<file path="src/rtl/ps2_frame_receiver.sv">
// PS/2 device-to-host receiver: synchronises and glitch-filters the PS/2 lines, deserialises
// 11-bit frames, checks parity/stop, and folds E0/F0 prefixes into single key events.
module ps2_frame_receiver #(
  parameter int unsigned FILTER_LEN = 8,
  parameter int unsigned TIMEOUT    = 50000
) (
  input  logic       Clock,
  input  logic       Reset,
  input  logic       iPS2_CLK,
  input  logic       iPS2_DATA,
  output logic [7:0] oByte,
  output logic       oByteValid,
  output logic [7:0] oKeyCode,
  output logic       oKeyRelease,
  output logic       oKeyExtended,
  output logic       oKeyValid,
  output logic       oParityError,
  output logic       oFrameError
);

  localparam logic [3:0]  FiltLen  = 4'(FILTER_LEN);
  localparam logic [19:0] TmoLast  = 20'(TIMEOUT - 1);
  localparam logic [7:0]  KeyBreak = 8'hF0;
  localparam logic [7:0]  KeyExt   = 8'hE0;

  typedef enum logic [1:0] {StIdle, StData, StParity, StStop} state_e;

  logic [1:0]  clk_sync_q, data_sync_q;
  logic        clk_synced, data_synced;
  logic [3:0]  filt_cnt_q;
  logic        filt_clk_q;
  logic        fall_q;
  state_e      state_q;
  logic [2:0]  bit_cnt_q;
  logic [7:0]  shreg_q;
  logic        parity_q;
  logic [19:0] tmo_cnt_q;
  logic        rel_pend_q, ext_pend_q;
  logic        parity_ok;

  assign clk_synced  = clk_sync_q[1];
  assign data_synced = data_sync_q[1];
  // Odd parity: data bits plus parity bit must contain an odd number of ones.
  assign parity_ok   = ^{shreg_q, parity_q};

  always_ff @(posedge Clock or posedge Reset) begin
    if (Reset) begin
      clk_sync_q  <= 2'b11;
      data_sync_q <= 2'b11;
    end else begin
      clk_sync_q  <= {clk_sync_q[0], iPS2_CLK};
      data_sync_q <= {data_sync_q[0], iPS2_DATA};
    end
  end

  // Level flips only after FiltLen consecutive differing samples; fall_q marks a 1->0 flip.
  always_ff @(posedge Clock or posedge Reset) begin
    if (Reset) begin
      filt_cnt_q <= '0;
      filt_clk_q <= 1'b1;
      fall_q     <= 1'b0;
    end else begin
      fall_q <= 1'b0;
      if (filt_cnt_q == FiltLen) begin
        filt_clk_q <= ~filt_clk_q;
        filt_cnt_q <= '0;
        fall_q     <= filt_clk_q;
      end else if (clk_synced == filt_clk_q) begin
        filt_cnt_q <= '0;
      end else begin
        filt_cnt_q <= filt_cnt_q + 4'd1;
      end
    end
  end

  always_ff @(posedge Clock or posedge Reset) begin
    if (Reset) begin
      state_q      <= StIdle;
      bit_cnt_q    <= '0;
      shreg_q      <= '0;
      parity_q     <= 1'b0;
      tmo_cnt_q    <= '0;
      rel_pend_q   <= 1'b0;
      ext_pend_q   <= 1'b0;
      oByte        <= '0;
      oByteValid   <= 1'b0;
      oKeyCode     <= '0;
      oKeyRelease  <= 1'b0;
      oKeyExtended <= 1'b0;
      oKeyValid    <= 1'b0;
      oParityError <= 1'b0;
      oFrameError  <= 1'b0;
    end else begin
      oByteValid   <= 1'b0;
      oKeyValid    <= 1'b0;
      oParityError <= 1'b0;
      oFrameError  <= 1'b0;
      if (fall_q) begin
        // A fall always wins over a coinciding timeout.
        tmo_cnt_q <= '0;
        unique case (state_q)
          StIdle: begin
            if (!data_synced) begin
              state_q   <= StData;
              bit_cnt_q <= '0;
            end
          end
          StData: begin
            shreg_q   <= {data_synced, shreg_q[7:1]};
            bit_cnt_q <= bit_cnt_q + 3'd1;
            if (bit_cnt_q == 3'd7) begin
              state_q <= StParity;
            end
          end
          StParity: begin
            parity_q <= data_synced;
            state_q  <= StStop;
          end
          StStop: begin
            state_q <= StIdle;
            if (!data_synced) begin
              oFrameError <= 1'b1;
              rel_pend_q  <= 1'b0;
              ext_pend_q  <= 1'b0;
            end else if (!parity_ok) begin
              oParityError <= 1'b1;
              rel_pend_q   <= 1'b0;
              ext_pend_q   <= 1'b0;
            end else begin
              oByte      <= shreg_q;
              oByteValid <= 1'b1;
              if (shreg_q == KeyBreak) begin
                rel_pend_q <= 1'b1;
              end else if (shreg_q == KeyExt) begin
                ext_pend_q <= 1'b1;
              end else begin
                oKeyCode     <= shreg_q;
                oKeyRelease  <= rel_pend_q;
                oKeyExtended <= ext_pend_q;
                oKeyValid    <= 1'b1;
                rel_pend_q   <= 1'b0;
                ext_pend_q   <= 1'b0;
              end
            end
          end
          default: state_q <= StIdle;
        endcase
      end else if (state_q != StIdle) begin
        if (tmo_cnt_q == TmoLast) begin
          oFrameError <= 1'b1;
          state_q     <= StIdle;
          tmo_cnt_q   <= '0;
          rel_pend_q  <= 1'b0;
          ext_pend_q  <= 1'b0;
        end else begin
          tmo_cnt_q <= tmo_cnt_q + 20'd1;
        end
      end
    end
  end

endmodule

</file>
<file path="config.mk">
export PLATFORM = sky130hd
export DESIGN_NAME = ps2_frame_receiver
export DESIGN_NICKNAME = d
export VERILOG_FILES = /design/src/rtl/ps2_frame_receiver.sv
export SDC_FILE = /design/constraint.sdc
export NUM_CORES = 1
export LEC_CHECK = 0
export ABC_AREA = 1
export CORE_AREA = 4 4 102 80
export CTS_CLUSTER_DIAMETER = 40
export CTS_CLUSTER_SIZE = 20
export DETAILED_ROUTE_END_ITERATION = 10
export DIE_AREA = 0 0 106 84
export PLACE_DENSITY_LB_ADDON = 0.25
export SYNTH_ARGS = -nofsm -noshare
export SYNTH_HDL_FRONTEND = slang
export SYNTH_SLANG_ARGS = --single-unit
</file>
<file path="constraint.sdc">
create_clock -name Clock -period 2.9 [get_ports Clock]
set_input_delay 0.58 -clock Clock [delete_from_list [all_inputs] [get_ports Clock]]
set_output_delay 0.58 -clock Clock [all_outputs]
set_load 0.005 [all_outputs]
</file>
==> key figures <==
Yosys
  • Area share of and/or/nand/nor cells after synthesis: 0.311
  • Top cells by count, synth: 127 x nand2_1, 63 x dfrtp_1, 47 x nor2_1, 46 x inv_1, 25 x nand3_1
  • Top post-synthesis cells by area: dfrtp_1 46%, nand2_1 14%, nor2_1 5.1%
  • Xor/xnor cell area share of the yosys netlist: 0.0304
  • Post-synthesis register bit count: 68
  • Post-Synthesis Cells: 427
  • Mapped Area: 3460 sq um
  • Synth cell types: 35
  • Share of flip-flops with an asynchronous set or reset: 1.00
  • Yosys top cell by area: dfrtp_1
  • Mux cell area share after synthesis: 0
  • YS warnings: 0
  • Sequential fraction of the synthesis area: 0.494
  • Largest family of logic cells by synthesized area: simple AND/OR/NAND/NOR gates
  • Post-Syn Nets: 440
  • Cell with the most instances after synthesis: nand2_1
  • Primary FF master, synth: dfrtp_1
  • Adder-cell share of the synthesized area: 0.0326
  • Compound-gate portion of the synthesized area: 0.0586
  • Synthesized area per cell: 8.10 sq um
  • Share of the synthesized area in the top cell type: 0.456
  • Number of synthesized flops with an enable pin: 0

Clock network
  • Clock tree buffer depth: 2
  • Cts hold-fix bufs: 0
  • Setup bufs post-CTS: 0
  • CTS tree: built
  • TritonCTS Buffers: 9
  • Clk sink count: 68
  • CTS Root Cell: clkbuf_8
  • Clk slew on worst S/H paths: 0.07 ns
  • Worst-skew pair later-pin latency: 0.34 ns
  • Post-CTS Resized: 0
  • H-tree depth: 3

Floorplan
  • Die height: 84 um
  • Initial Util: 0.483
  • Die Span X: 106 um
  • I/O pins: 26
  • Core box area: 7160 sq um
  • FP Rows: 27
  • Full die area: 8900 sq um

Finish
  • Multi-input gate area: 1490 sq um
  • Fill count: 686
  • P&R area growth vs syn: 16.0%
  • Final Net Count: 469
  • Non-Filler Instances: 562
  • Fin area: 4010 sq um
  • Ant diodes: 0
  • FF+latch area: 1710 sq um
  • Fraction of final layout cells sized beyond drive strength 1: 0.0998

Placement
  • I/O Buffers: 25
  • Placed inst area: 3790 sq um
  • Cells after DPL: 546
  • Gp weighted congestion: 0.886
  • DP Wirelength: 5370 um

Routing
  • DR vias: 2761
  • Remaining DRCs: 0
  • Pre-Repair DR Iteration Count: 5
  • Initial drt markers: 188
  • Post-DR wirelength/cell: 12.6 um
  • Vias per Instance: 4.91
  • Routed Antenna Nets: 0
  • Final wirelength: 7110 um

Timing
  • Fmax: 514 MHz
  • Tmin final: 1.95 ns
  • Final setup fails: 0
  • Measured slew at the worst slew-check pin: 0.558 ns
  • Worst rel slew slack: 0.628
  • Count of final hold-check violations: 0
  • Unrepaired setup endpoints after global routing: no
  • Slew Limit Fails: 0
  • Setup_tns: 0 ns
  • Final period utilization: 0.672
  • Setup Skew: 0.0105 ns

Critical path
  • Flop-to-flop setup slack: 0.95 ns
  • WS Path Type: flop to flop
  • R2R depth: 12
  • CP endpoint: state_q[0]
  • Required time worst endpoint: 3.12 ns
  • Crit path DAT: 2.16 ns
  • Worst-path fanout max: 11
  • Crit path launch type: flop
  • Reg2reg start: tmo_cnt_q[0]
  • R2r endpoint: state_q[0]
  • Critical Path End Type: flop
  • CP Launch Point: tmo_cnt_q[0]

Pwr
  • Max rail drop VDD: 0.358 mV
  • Pwr dens: 480 nW/um^2
  • Leak: 1.95 nW

Worst hold path
  • HP Class: flop to flop

Global route
  • First-pass GRT wire length: 12500 um
  • Congestion Overflow GR: 0
  • Largest net degree at the start of global routing: 56
  • Initial antenna violation count: 0
  • Vias in the first global route: 2627
  • Total GRT Usage: 0.174

Flow run
  • MaxCap Viol Count: 0

Status
  • Status: finished clean
[area by class of cell]
| cell class | count | area share |
|---|---|---|
| sequential | 68 | 0.426 |
| tap | 101 | 0.0315 |
| clock inverter | 4 | 0.0181 |
| clock buffer | 12 | 0.0362 |
| multi-input combinational | 299 | 0.372 |
| inverter | 52 | 0.0487 |
| timing repair buffer | 26 | 0.0674 |
[cell usage in the layout, fill, tap and decap left out, drive strengths merged]
cell and instances:
o21ai 27, inv 52, clkinvlp 1, o31ai 1
clkinv 1, clkdlybuf4s50 25, nor3 13, dfstp 5
xor2 7, xnor2 5, bufinv 2, clkbuf 12
buf 1, dfrtp 63, nand2 134, nand3b 1
nor2 53, a31oi 2, and3 1, nor3b 2
nand4 9, ha 9, o21a 1, a21oi 5
nand3 28, o21bai 1
[flip-flops by register name, indices dropped and copies added, names as in the netlist, 2 cells and up]
signal and count:
bit_cnt_q 3, shreg_q 8, filt_cnt_q 4, data_sync_q 2, oByte 8, oKeyCode 8, clk_sync_q 2, state_q 2
tmo_cnt_q 20
[report_power, final]
part	leakage (nW)	internal, mW	total, mW	switching [mW]
logic	0.914	0.0290	0.0780	0.0490
registers	0.930	0.973	0.987	0.0133
clock network	0.107	0.507	0.862	0.355
[worst min-delay path by stage]
stage               endpoint  slack (ns)           from  cells past startpoint
6_report       clk_sync_q[1]        0.36  clk_sync_q[0]                      0
5_1_grt        clk_sync_q[1]        0.36  clk_sync_q[0]                      0
4_1_cts        clk_sync_q[1]        0.36  clk_sync_q[0]                      0
3_5_place_dp   clk_sync_q[1]        0.35  clk_sync_q[0]                      0
3_3_place_gp   clk_sync_q[1]        0.35  clk_sync_q[0]                      0
2_1_floorplan  clk_sync_q[1]        0.35  clk_sync_q[0]                      0
[critical path, stage by stage, from the launching register on]
cell and delay (ns):
dfrtp_1 0.42, ha_1 0.20, inv_1 0.07, nor2_2 0.14
inv_1 0.07, nor2_1 0.10, nand3b_1 0.14, nand2_1 0.11
nand2_2 0.10, inv_2 0.19, nand2_1 0.13, nand2_1 0.08
o21ai_1 0.06
[layer usage]
metal,vias up,part of all wire,global-route usage
li1,1405,-,-
met1,1290,0.50,0.251
met2,59,0.44,0.258
met3,7,0.048,0.0456
met4,0,0.011,0.0506
met5,-,0,0
[through the flow]
step | setup WS, ns | utilization | total power, mW | hold WS [ns]
global placement | 1.01 | 0.530 | 1.08 | 0.346
finish | 0.953 | 0.560 | 1.93 | 0.356
floorplan | 0.617 | - | 1.06 | 0.345
global route | 0.726 | 0.560 | 2.02 | 0.361
CTS | 0.946 | 0.560 | 1.95 | 0.358
detailed placement | 0.968 | 0.530 | 1.09 | 0.347
[logic make-up (layout without fill, tap and decap cells)]
family / after synthesis / in the layout
xor+xnor: 12 / 12
compound gates: 37 / 37
fa+ha+maj: 9 / 9
simple gates: 241 / 241
buf+inv: 60 / 94
flops: 68 / 68
(Power assumes the default switching activity.)
